<file path="config.mk">
export PLATFORM = sky130hd
export DESIGN_NAME = imm_gen_pipe
export DESIGN_NICKNAME = d
export VERILOG_FILES = /design/src/rtl/imm_gen_pipe.sv
export SDC_FILE = /design/constraint.sdc
export NUM_CORES = 1
export LEC_CHECK = 0
export ABC_AREA = 1
export BUFFER_PORTS_ARGS = -buffer_cell sky130_fd_sc_hd__buf_4
export CAP_MARGIN = 20
export CORE_UTILIZATION = 48
export CTS_CLUSTER_DIAMETER = 120
export DETAILED_ROUTE_END_ITERATION = 7
export PLACE_DENSITY_LB_ADDON = 0.15
export SYNTH_ARGS = -nofsm -noshare
export SYNTH_HDL_FRONTEND = slang
export SYNTH_SLANG_ARGS = --single-unit
</file>
<file path="constraint.sdc">
create_clock -name clk -period 5.3 [get_ports clk]
set_input_delay 0.53 -clock clk [delete_from_list [all_inputs] [get_ports clk]]
set_output_delay 0.53 -clock clk [all_outputs]
set_load 0.03 [all_outputs]
</file>
<file path="src/rtl/imm_gen_pipe.sv">
// RISC-V immediate generator with an OUT_DEPTH-entry result FIFO between decode and operand mux.
// Optional: define IMM_SHAMT_MASK_EN to emit a zero-extended shift amount for shift-immediate ops.
module imm_gen_pipe #(
    parameter int XLEN      = 64,
    parameter int TAG_W     = 64,
    parameter int OUT_DEPTH = 2
) (
    input  logic                         clk,
    input  logic                         reset_n,
    input  logic                         in_valid,
    output logic                         in_ready,
    input  logic [31:0]                  in_instr,
    input  logic [TAG_W-1:0]             in_tag,
    output logic                         out_valid,
    input  logic                         out_ready,
    output logic [XLEN-1:0]              out_imm,
    output logic [2:0]                   out_fmt,
    output logic [TAG_W-1:0]             out_tag,
    output logic [$clog2(OUT_DEPTH):0]   count
);

    localparam int PW = (OUT_DEPTH > 1) ? $clog2(OUT_DEPTH) : 1;
    localparam int CW = $clog2(OUT_DEPTH) + 1;

    typedef enum logic [2:0] {
        FMT_NONE = 3'd0,
        FMT_I    = 3'd1,
        FMT_S    = 3'd2,
        FMT_B    = 3'd3,
        FMT_U    = 3'd4,
        FMT_J    = 3'd5
    } fmt_t;

    function automatic fmt_t decode_fmt(input logic [31:0] instr);
        fmt_t f;
        case (instr[6:0])
            7'b0010011, 7'b0000011, 7'b1100111, 7'b0011011: f = FMT_I;
            7'b0100011:                                     f = FMT_S;
            7'b1100011:                                     f = FMT_B;
            7'b0110111, 7'b0010111:                         f = FMT_U;
            7'b1101111:                                     f = FMT_J;
            default:                                        f = FMT_NONE;
        endcase
        return f;
    endfunction

    // Every format is first assembled as a signed 32-bit value, then sign-extended to XLEN.
    function automatic logic signed [XLEN-1:0] decode_imm(input logic [31:0] instr);
        logic signed [31:0] imm32;
        imm32 = '0;
        case (decode_fmt(instr))
            FMT_I: imm32 = {{20{instr[31]}}, instr[31:20]};
            FMT_S: imm32 = {{20{instr[31]}}, instr[31:25], instr[11:7]};
            FMT_B: imm32 = {{19{instr[31]}}, instr[31], instr[7], instr[30:25], instr[11:8], 1'b0};
            FMT_U: imm32 = {instr[31:12], 12'b0};
            FMT_J: imm32 = {{11{instr[31]}}, instr[31], instr[19:12], instr[20], instr[30:21], 1'b0};
            default: imm32 = '0;
        endcase
`ifdef IMM_SHAMT_MASK_EN
        if (instr[13:12] == 2'b01 && instr[6:0] == 7'b0010011)
            return XLEN'(instr[25:20]);
        if (instr[13:12] == 2'b01 && instr[6:0] == 7'b0011011)
            return XLEN'(instr[24:20]);
`endif
        return XLEN'(imm32);
    endfunction

    logic [XLEN-1:0]  mem_imm [OUT_DEPTH];
    logic [2:0]       mem_fmt [OUT_DEPTH];
    logic [TAG_W-1:0] mem_tag [OUT_DEPTH];
    logic [PW-1:0]    wr_ptr;
    logic [PW-1:0]    rd_ptr;
    logic             push;
    logic             pop;
    logic [XLEN-1:0]  imm_p0;
    logic [2:0]       fmt_p0;

    assign in_ready  = (count < CW'(OUT_DEPTH));
    assign out_valid = (count != '0);
    assign push      = in_valid & in_ready;
    assign pop       = out_valid & out_ready;
    assign imm_p0    = decode_imm(in_instr);
    assign fmt_p0    = decode_fmt(in_instr);

    always_ff @(posedge clk or negedge reset_n) begin
        if (!reset_n) begin
            wr_ptr <= '0;
            rd_ptr <= '0;
            count  <= '0;
        end else begin
            if (push)
                wr_ptr <= wr_ptr + PW'(1);
            if (pop)
                rd_ptr <= rd_ptr + PW'(1);
            case ({push, pop})
                2'b10:   count <= count + CW'(1);
                2'b01:   count <= count - CW'(1);
                default: count <= count;
            endcase
        end
    end

    // Decode to FIFO storage boundary: results are captured at acceptance.
    always_ff @(posedge clk) begin
        if (push) begin
            mem_imm[wr_ptr] <= imm_p0;
            mem_fmt[wr_ptr] <= fmt_p0;
            mem_tag[wr_ptr] <= in_tag;
        end
    end

    // Storage is never cleared, so an empty FIFO forces the head outputs to zero.
    assign out_imm = out_valid ? mem_imm[rd_ptr] : '0;
    assign out_fmt = out_valid ? mem_fmt[rd_ptr] : 3'd0;
    assign out_tag = out_valid ? mem_tag[rd_ptr] : '0;

endmodule

</file>
==> results.md, run 1 <==
* Outcome: finished, final reports clean
* Routed vias/inst at 5.037
* Unrepaired setup endpoints after global routing: false
* Buffers on Ports at 234
* Final ANT Viol Nets at 0
* GRT Total Usage at 20.28%
* Setup CP Type: flip-flop to output pin
* Area of the die at 0.01880 mm2
* Worst IR Drop VDD at 412.8 uV
* Syn Nets at 904
* Layout area overhead at 27.41%
* Leading area contributor after synthesis: edfxtp_1
* Top cells by area, synth: edfxtp_1 68%, nand2_1 12%, a21oi_1 5.7%
* Post-route minimum period at 3.375 ns
* GPL Wtd Cong at 0.7915
* Crit-path max FO at 64
* Dpl hpwl at 12,610 um
* Clock Skew at 0.005995 ns
* Ratio of cells with drive above 1 in the final layout at 28.61%
* Clk_lat worst skew at 0.48 ns
* Crit path cell chain: clkinv_2 > buf_4 > nand2_1 > a21oi_1 > buf_4
* Mean Syn Cell Area at 10.91 um2
* Cell count along the critical path at 5
* Routed WL per cell at 15.96 um
* DRC Markers at 0
* Row cnt at 49
* R2r startpoint: count[0]$_DFFE_PN0P_
* Pre-Repair DR Iteration Count at 5
* Initial core utilization at 48.95%
* Initial antenna violation count at 0
* Reg-to-reg slack, setup at 2.74 ns
* CTS tree: done
* Post-Route WL at 19,770 um
* WP data required at 4.77 ns
* RR Endpoint: count[1]$_DFFE_PN0P_
* Setup Slack @ Placement at 2.289 ns
* Setup WS post-layout at 1.925 ns
* Crit. End Element: output pin
* # IOs at 235
* Crit-path slowest cell: buf_4
* Reg2reg path depth at 9
* Post-synthesis sequential element count at 202
* Delay-heaviest family, CP: buffers and inverters
* Busiest grt layer: met2
* Fillers at 1,514
* CTS clk-pin slew, worst paths at 0.06 ns
* Crit-path most repeated cell: buf_4
* GR Overflow Total at 0
* CTS Buf Count at 22
* Final period util at 63.69%
* Post-CTS Setup Bufs at 0
* Clk sinks at 202
* Fin. max-slew vios at 0
* Met3 Track Usage GR at 3.852%
* Final setup violation count at 0
* Antenna cells at 0
* Design area at 0.01117 mm2
* Cells after Synth at 803
* Hold Path Class: primary input to flip-flop
* Core Area at 0.01790 mm2
* Die extent in y at 137.1 um
* Met2 global-route usage at 33.73%
* Register area share after synthesis at 68.99%
* Crit path largest cell delay at 0.65 ns
* Pwr dens at 629.2 mW/mm2
* Headroom to the max-slew limit at 41.24%
* Achievable Freq at 296.3 MHz
* Die width at 137.1 um
* CP Launch Type: flip-flop
* Hold Vio Cnt, Final at 0
* P_leak at 4.778 nW
* Hold_ws at 0.2273 ns
* Synthesized area at 0.008763 mm2
* Pwr Total at 0.007026 W
* Final layout net count at 1,095
* Slew at the pin closest to its max-slew limit at 0.8815 ns
* Post-synth cell types at 20
* Worst EP arrival at 2.85 ns
* Pin count of the biggest net entering global routing at 76
* Setup crit end: out_imm[9]
* Via count at 6,241
* Max Cap Violations at 0
* Share of the synthesized area in the top cell type at 67.85%
* Bufs and invs on worst path at 3
* Number of global-route vias before repair at 5,391
* First-pass GRT wire length at 29,120 um
* Bufs on Longest Clock Path at 3
* H-tree levels at 1
* Syn. warnings at 0
* Crit. Startpoint: rd_ptr$_DFFE_PN0P_
* Detailed Route Iter0 Violations at 335
* Placed cell areas at 0.01046 mm2
* Root buf cell: clkbuf_16
* Met1 usage at 27.72%
report_power, final:
group / internal, W / switching (W)
registers: 0.00209 / 0.0000991
clock network: 0.000842 / 0.000574
logic: 0.00107 / 0.00236
worst min path at each step:
stage | start | to | slack [ns] | depth (start not counted)
detailed placement | reset_n | count[1]$_DFFE_PN0P_ | 0.34 | 1
CTS | in_tag[62] | mem_tag[0][62]$_DFFE_PP_ | 0.21 | 1
finish | in_tag[45] | mem_tag[0][45]$_DFFE_PP_ | 0.23 | 1
floorplan | reset_n | count[0]$_DFFE_PN0P_ | 0.23 | 0
global placement | reset_n | count[1]$_DFFE_PN0P_ | 0.34 | 1
global route | in_tag[58] | mem_tag[0][58]$_DFFE_PP_ | 0.21 | 1
layout make-up:
cell class | instances | area [um2] | area share [%]
timing repair buffer | 246 | 1889 | 16.92
tap | 229 | 286.5 | 2.566
clock buffer | 28 | 594.3 | 5.323
multi-input combinational | 496 | 2161 | 19.35
clock inverter | 12 | 86.33 | 0.7732
inverter | 26 | 98.84 | 0.8853
sequential | 202 | 6050 | 54.18
state kept, by name, summed over array words and instances, names as in the netlist:
name / cells
count: 2
mem_fmt: 6
mem_imm: 64
mem_tag: 128
rd_ptr: 1
wr_ptr: 1
per-layer routing:
metal / vias to the layer above / wire length (um)
li1: 3075 / -
met1: 2969 / 8327
met2: 172 / 9859
met3: 25 / 1349
met4: 0 / 237
met5: - / 0
logic make-up after synthesis:
family          count (synthesis)  synth area share [%]
compound gates                103                 5.882
xor+xnor                        4                0.3998
fa+ha+maj                       1                0.1428
buf+inv                       105                 6.710
flops                         202                 68.99
simple gates                  388                 17.88
metrics by stage:
stage | utilization, % | cells | setup TNS (ns)
floorplan | - | 803 | -74.06
global placement | 58.19 | 1195 | 0
detailed placement | 58.41 | 1197 | 0
CTS | 62.27 | 1238 | 0
global route | 62.37 | 1239 | 0
finish | 62.37 | 1239 | 0
cell usage after synthesis, drive strengths merged:
master  number
nand3       64
nor2        46
o21ai        3
xor2         3
a21oi      100
dfrtp        4
inv         26
clkbuf      12
ha           1
edfxtp     198
buf         67
xnor2        1
nand2      278
placed cells by master (no fill, tap or decap):
master	instances
xnor2_1	1
buf_12	1
dfrtp_4	1
buf_16	1
nor2_2	1
nand2_2	2
xor2_1	3
edfxtp_1	198
inv_1	23
o21ai_0	3
dlygate4sd3_1	1
clkbuf_1	5
ha_1	1
bufinv_16	1
buf_6	2
inv_2	2
buf_4	241
clkinv_1	5
nand2_1	276
inv_6	1
a21oi_4	1
nor2_1	40
clkinv_2	5
nand3_2	1
nand3_1	63
a21oi_1	99
nor2_4	5
clkbuf_16	23
dfrtp_1	3
clkinv_4	1
what timing repair did:
action / CTS / global route
gates resized for setup: 0 / 0
hold buffers: 1 / 0
hold endpoints to repair: 4 / 0
No activity file was read; power rests on OpenSTA's default activity.
==> inputs of run 2 (changes only) <==
CORE_UTILIZATION = 53   (was 48)
clock period = 3.2 ns   (was 5.3 ns; I/O delays follow)
==> run 2 against run 1 <==
Hold slack lost 0.20 ns. Design area shrank 0.24%. Wire length shrank 2.2%. Register-to-register slack lost 1.5 ns. Via count shrank 0.40%. Highest routed layer unchanged.
==> results.md, run 2 (synthesized netlist as in run 1, its figures left out) <==
* Max Used Layer: met4
* GRT Total Usage at 21.53% (+1.3 points)
* Final setup violation count at 0 (unchanged)
* Unrepaired setup endpoints after global routing: false
* Reg-to-reg slack, setup at 1.20 ns (-1.54 ns)
* Root buf cell: clkbuf_16
* Post-Route WL at 19,340 um (-2.2%)
* Largest register by flop count: mem_tag
* Setup CP Type: flip-flop to output pin
* Worst EP arrival at 2.29 ns (-0.56 ns)
* CTS Buf Count at 21 (-4.5%)
* Achievable Freq at 382.6 MHz
* Row cnt at 46 (-6.1%)
* Placed cell areas at 0.01046 mm2 (about the same)
* Delay-heaviest family, CP: buffers and inverters
* Crit. End Element: output pin
* Design area at 0.01114 mm2 (-0.24%)
* Reg2reg path depth at 4 (-5)
* Die width at 130.6 um (-4.8%)
* Commonest non-fill, non-tap cell in the layout: nand2_1
* Number of global-route vias before repair at 5,513 (+2.3%)
* Post-CTS sizing at 0 (unchanged)
* Met3 wire len at 1381 um (+2.4%)
* Core Area at 0.01600 mm2 (-11%)
* WP data required at 2.88 ns (-1.89 ns)
* Final ANT Viol Nets at 0 (unchanged)
* # IOs at 235 (unchanged)
* Antenna cells at 0 (unchanged)
* DRC Markers at 0 (unchanged)
* Bufs and invs on worst path at 3 (unchanged)
* Cell count along the critical path at 5 (unchanged)
* Clk sinks at 202 (unchanged)
* Cell depth of the worst min-delay path at 1 (unchanged)
* Fillers at 1,191 (-21%)
* Ratio of cells with drive above 1 in the final layout at 28.77% (+0.16 points)
* Crit-path slowest cell: dfrtp_4
* Final period util at 81.67%
* Crit path cell chain: clkinv_2 > buf_4 > nand2_1 > a21oi_1 > buf_4
* Hold Path Origin: in_tag[38]
* GPL Wtd Cong at 0.8361 (+5.6%)
* Post-route minimum period at 2.614 ns
* Crit-path max FO at 41 (-36%)
* Clock Skew at 0.009076 ns (+0.003081 ns)
* Biggest regs: mem_tag x128, mem_imm x64, mem_fmt x6
* H-tree levels at 1 (unchanged)
* Crit-path most repeated cell: buf_4
* Outcome: finished, final reports clean
* Routed vias/inst at 5.078 (+0.82%)
* Layout area overhead at 27.11%
* Routed WL per cell at 15.80 um (-1.0%)
* R2r startpoint: count[1]$_DFFE_PN0P_
* CTS clk-pin slew, worst paths at 0.06 ns (about the same)
* Pre-Repair DR Iteration Count at 5 (unchanged)
* Sequential cell area at 0.006050 mm2 (unchanged)
* Most frequent cells in the layout: 276 x nand2_1, 242 x buf_4, 198 x edfxtp_1, 99 x a21oi_1, 63 x nand3_1
* Initial core utilization at 54.77% (+5.8 points)
* Pwr dens at 1042 mW/mm2 (+66%)
* Hold Path Class: primary input to flip-flop
* P_leak at 4.775 nW (about the same)
* Hold Vio Cnt, Final at 0 (unchanged)
* Area of the die at 0.01705 mm2 (-9.3%)
* Bufs on Longest Clock Path at 3 (unchanged)
* Routed wl met2 at 9796 um (-0.64%)
* RR Endpoint: mem_tag[0][11]$_DFFE_PP_
* Cts hold-fix bufs at 1 (unchanged)
* Crit. Startpoint: rd_ptr$_DFFE_PN0P_
* Hold_ws at 0.02845 ns (-0.1989 ns)
* Pwr Total at 0.01161 W (+65%)
* Pin count of the biggest net entering global routing at 100 (+32%)
* Max reg flops at 128 (unchanged)
* GR Overflow Total at 0 (unchanged)
* CP Launch Type: flip-flop
* Clk_lat worst skew at 0.47 ns (about the same)
* Headroom to the max-slew limit at 50.22% (+9.0 points)
* CTS tree: done
* First-pass GRT wire length at 28,100 um (-3.5%)
* Initial antenna violation count at 0 (unchanged)
* WL met1 at 7783 um (-6.5%)
* Die extent in y at 130.6 um (-4.8%)
* Setup crit end: out_tag[9]
* Worst IR Drop VDD at 676.9 uV (+64%)
* Final layout net count at 1,096 (+0.091%)
* Fin. max-slew vios at 0 (unchanged)
* Dpl hpwl at 12,330 um (-2.3%)
* Max Cap Violations at 0 (unchanged)
* Via count at 6,216 (-0.40%)
* Crit path largest cell delay at 0.48 ns (-0.17 ns)
* Slew at the pin closest to its max-slew limit at 0.7467 ns (-0.1347 ns)
* Buffers on Ports at 234 (unchanged)
* Multi-input logic area at 0.002153 mm2 (-0.35%)
* Post-CTS Setup Bufs at 0 (unchanged)
* Detailed Route Iter0 Violations at 388 (+16%)
run 2: area by class of cell:
| class | count | area share, % |
|---|---|---|
| tap | 216 | 2.426 |
| sequential | 202 | 54.31 |
| clock inverter | 9 | 0.9098 |
| clock buffer | 27 | 4.920 |
| multi-input combinational | 496 | 19.33 |
| inverter | 26 | 0.8873 |
| timing repair buffer | 248 | 17.22 |
run 2: power breakdown:
part,leakage (nW),internal [W],switching [W]
registers,1.89,0.00345,0.000120
clock network,0.320,0.00137,0.000906
logic,2.56,0.00180,0.00396
total,4.77,0.00663,0.00498
run 2: worst min path at each step:
stage	end	slack, ns
global route	mem_tag[0][13]$_DFFE_PP_	0.008
finish	mem_tag[1][38]$_DFFE_PP_	0.03
detailed placement	count[1]$_DFFE_PN0P_	0.12
CTS	mem_tag[1][48]$_DFFE_PP_	0.01
floorplan	count[0]$_DFFE_PN0P_	0.02
global placement	count[1]$_DFFE_PN0P_	0.12
run 2: per-stage QoR:
step	std cells	setup TNS, ns	util, %	worst slack (ns)
final	1224	0	69.62	0.5865
after floorplan	803	-163.33	-	-0.8249
after global routing	1224	0	69.62	0.3988
after CTS	1222	0	69.50	0.5724
after global placement	1185	0	65.38	1.076
after detailed placement	1185	0	65.38	1.014
run 2: metal layers:
metal / track usage (%) / vias to the layer above
met5: 0 / -
li1: - / 3078
met2: 36.35 / 186
met3: 4.560 / 30
met4: 6.829 / 0
met1: 27.96 / 2922
run 2: worst register-to-register path: stages (launching register included):
cell and delay, ns:
dfrtp_1 0.42, inv_1 0.12, nand2_1 0.19, nor2_4 0.57, buf_12 0.35
==> inputs of run 3 (changes only) <==
ABC_AREA = 0   (was 1)
CORE_UTILIZATION = 52   (was 53)
clock period = 2.5 ns   (was 3.2 ns; I/O delays follow)
==> run 3 against run 2 <==
Utilization is 3.3 points higher. Synthesized area is 4.1% lower. Sequential power is 30% higher. Largest power group unchanged. Combinational power is 29% higher. Critical path type unchanged. Clock-buffer cell count is 1 higher. Wire length is 4.2% lower.
==> results.md, run 3 <==
* Root buf cell: clkbuf_16
* Syn Nets at 649 (-28%)
* Hold Path Class: primary input to flip-flop
* Pwr dens at 1304 mW/mm2 (+25%)
* WP data required at 2.25 ns (-0.63 ns)
* Sequential share of power at 30.8% (about the same)
* Busiest grt layer: met2
* Routed WL per cell at 17.66 um (+12%)
* Buffers on Ports at 234 (unchanged)
* Slew at the pin closest to its max-slew limit at 0.7432 ns (-0.003519 ns)
* Ratio of cells with drive above 1 in the final layout at 34.98% (+6.2 points)
* CTS Buf Count at 21 (unchanged)
* Bufs on Longest Clock Path at 3 (unchanged)
* Final setup violation count at 0 (unchanged)
* Top cells by area, synth: edfxtp_1 71%, mux2i_1 12%, nor2_1 4.6%
* Number of synthesized flops with an enable pin at 198 (unchanged)
* Row cnt at 46 (unchanged)
* Crit-path slowest cell: buf_12
* Headroom to the max-slew limit at 50.45% (+0.23 points)
* Routed vias/inst at 5.080 (about the same)
* Unrepaired setup endpoints after global routing: false
* Async S/R FF share, synth at 1.980% (unchanged)
* Final period util at 93.90%
* Crit-path max FO at 99 (+140%)
* Ys flop type: edfxtp_1
* Number of global-route vias before repair at 5,385 (-2.3%)
* GPL Wtd Cong at 0.8497 (+1.6%)
* Worst IR Drop VDD at 968.8 uV (+43%)
* Detailed Route Iter0 Violations at 334 (-14%)
* Synthesized area at 0.008403 mm2 (-4.1%)
* Met2 global-route usage at 39.34% (+3.0 points)
* Final layout net count at 921 (-16%)
* Crit path largest cell delay at 0.55 ns (+0.07 ns)
* Pin count of the biggest net entering global routing at 100 (unchanged)
* Max Cap Violations at 0 (unchanged)
* Met1 usage at 26.11% (-1.9 points)
* Dpl hpwl at 11,150 um (-9.5%)
* Clk_lat worst skew at 0.47 ns (about the same)
* Crit. End Element: output pin
* Post-route minimum period at 2.347 ns
* Hold Path Origin: in_instr[13]
* Layout area overhead at 37.27%
* Switching Share at 41.12% (-1.8 points)
* DRC Markers at 0 (unchanged)
* Cells after Synth at 548 (-32%)
* GRT Total Usage at 21.59% (+0.059 points)
* Synth top cells by count: 198 x edfxtp_1, 104 x nor2_1, 99 x mux2i_1, 36 x buf_4, 19 x a21o_1
* Share of the synthesized area in the top cell type at 70.76% (+2.9 points)
* P_leak at 4.914 nW (+2.9%)
* CP Launch Type: flip-flop
* Achievable Freq at 426.0 MHz
* Largest register by flop count: mem_tag
* Clk sinks at 202 (unchanged)
* Post-synth cell types at 41 (+110%)
* Core Area at 0.01583 mm2 (-1.1%)
* Design area at 0.01153 mm2 (+3.5%)
* Setup Slack @ Placement at 0.4429 ns (-0.5710 ns)
* Clock Skew at 0.008872 ns (-0.0002032 ns)
* Top-count cell post-synth: edfxtp_1
* Most frequent cells in the layout: 238 x buf_4, 198 x edfxtp_1, 101 x nor2_1, 99 x mux2i_1, 65 x dlygate4sd3_1
* H-tree levels at 1 (unchanged)
* Fillers at 1,050 (-12%)
* Dpl cells at 948 (-20%)
* Post-Route WL at 18,530 um (-4.2%)
* Final ANT Viol Nets at 0 (unchanged)
* Mean Syn Cell Area at 15.33 um2 (+41%)
* Psw at 0.006184 W (+24%)
* # IOs at 235 (unchanged)
* Clock group share of total power at 19.9% (+0.3 points)
* Die width at 129.1 um (-1.1%)
* Setup CP Type: flip-flop to output pin
* Commonest non-fill, non-tap cell in the layout: buf_4
* GR Overflow Total at 0 (unchanged)
* Syn. warnings at 0 (unchanged)
* Crit path cell chain: buf_12 > mux2i_1 > nor2_1 > buf_4
* Pre-Repair DR Iteration Count at 4 (-1)
* CTS tree: done
* Sequential cell area at 0.006051 mm2 (about the same)
* First-pass GRT wire length at 27,590 um (-1.8%)
* Delay-heaviest family, CP: buffers and inverters
* Crit. Startpoint: rd_ptr$_DFFE_PN0P_
* Leading area contributor after synthesis: edfxtp_1
* R2r startpoint: count[0]$_DFFE_PN0P_
* Post-synthesis sequential element count at 202 (unchanged)
* Bufs and invs on worst path at 2 (-1)
* Register area share after synthesis at 71.95% (+3.0 points)
* Met3 Track Usage GR at 4.170% (-0.39 points)
* Layout Cells excl Fill at 1,049 (-14%)
* Worst EP arrival at 2.10 ns (-0.19 ns)
* Initial core utilization at 53.09% (-1.7 points)
* Via count at 5,329 (-14%)
* Placed cell areas at 0.01021 mm2 (-2.4%)
* Combinational fraction of design power at 49.3% (-0.3 points)
* Area of the die at 0.01667 mm2 (-2.2%)
* Biggest regs: mem_tag x128, mem_imm x64, mem_fmt x6
* Internal power component at 0.008854 W (+34%)
* CTS clk-pin slew, worst paths at 0.06 ns (about the same)
* Setup WS post-layout at 0.1526 ns (-0.4339 ns)
* Hold Vio Cnt, Final at 0 (unchanged)
* Initial antenna violation count at 1 (+1)
* Max reg flops at 128 (unchanged)
* Fin. max-slew vios at 0 (unchanged)
* Multi-input logic area at 0.001994 mm2 (-7.4%)
* Outcome: finished, final reports clean
* Die extent in y at 129.1 um (-1.1%)
==> run 3: area by class of cell <==
cell class | count | area share [%]
inverters | 7 | 0.2929
diodes | 1 | 0.02169
clock buffers | 28 | 5.044
clock inverters | 7 | 0.7268
multi-input cells | 281 | 17.29
repair buffers | 307 | 21.82
well taps | 216 | 2.343
flip-flops and latches | 202 | 52.46
==> run 3: path summary, 6_finish.rpt <==
path / to / slack [ns] / cells past startpoint
min in group asynchronous: count[1]$_DFFE_PN0P_ / 0.15 / 2
setup / recovery: out_tag[61] / 0.15 / 4
hold / removal: mem_imm[0][13]$_DFFE_PP_ / 0.06 / 2
hold reg to reg: wr_ptr$_DFFE_PN0P_ / 0.55 / 1
max in group asynchronous: rd_ptr$_DFFE_PN0P_ / 2.23 / 2
setup reg to reg: count[1]$_DFFE_PN0P_ / 0.34 / 8
==> run 3: worst reg2reg max path, cell delays in order, from the launching register on <==
cell and delay (ns):
dfrtp_1 0.46, nor2_4 0.20, buf_12 0.40, inv_1 0.13
and2_1 0.22, ha_1 0.21, xnor2_1 0.21, nor2_1 0.09
xnor2_1 0.13
==> run 3: power by group through the flow <==
stage | Combinational (W) | Clock, W | Sequential (W)
after floorplan | 0.00504 | 0 | 0.00468
after detailed placement | 0.00734 | 0 | 0.00470
after CTS | 0.00744 | 0.00306 | 0.00463
after global placement | 0.00726 | 0 | 0.00466
final | 0.00742 | 0.00299 | 0.00463
after global routing | 0.00778 | 0.00319 | 0.00467
==> run 3: metrics by stage <==
| stage | hold WS (ns) | utilization, % | setup TNS (ns) | total power (W) |
|---|---|---|---|---|
| 2_1_floorplan | -0.04559 | - | -8.308 | 0.009725 |
| 3_3_place_gp | 0.04873 | 64.51 | 0 | 0.01192 |
| 3_5_place_dp | 0.05103 | 64.51 | 0 | 0.01204 |
| 4_1_cts | 0.04703 | 72.86 | 0 | 0.01514 |
| 5_1_grt | 0.05873 | 72.88 | 0 | 0.01564 |
| 6_report | 0.06352 | 72.88 | 0 | 0.01504 |
==> run 3: metal layers <==
layer	routed length, um	share of wire [%]
met5	0	0
met4	342	1.8
met3	1255	6.8
met2	9755	53
met1	7176	39
==> run 3: cell families (layout without fill, tap and decap cells) <==
group | after synthesis | count (layout) | synth area share [%]
AOI/OAI and AO/OA | 33 | 33 | 2.933
xor gates and xnor gates | 5 | 5 | 0.5211
adders and majority gates | 1 | 1 | 0.1489
buffers and inverters | 65 | 349 | 4.735
DFF | 202 | 202 | 71.95
muxes | 99 | 99 | 11.79
other | 0 | 1 | 0
and+or+nand+nor | 143 | 143 | 7.922
==> run 3: timing repair <==
item | 4_1_cts | 5_1_grt
gates resized for setup | 1 | 0
hold buffers | 65 | 0
buffers inserted | 0 | 0
hold endpoints to repair | 132 | 0
setup endpoints to repair | 33 | 0
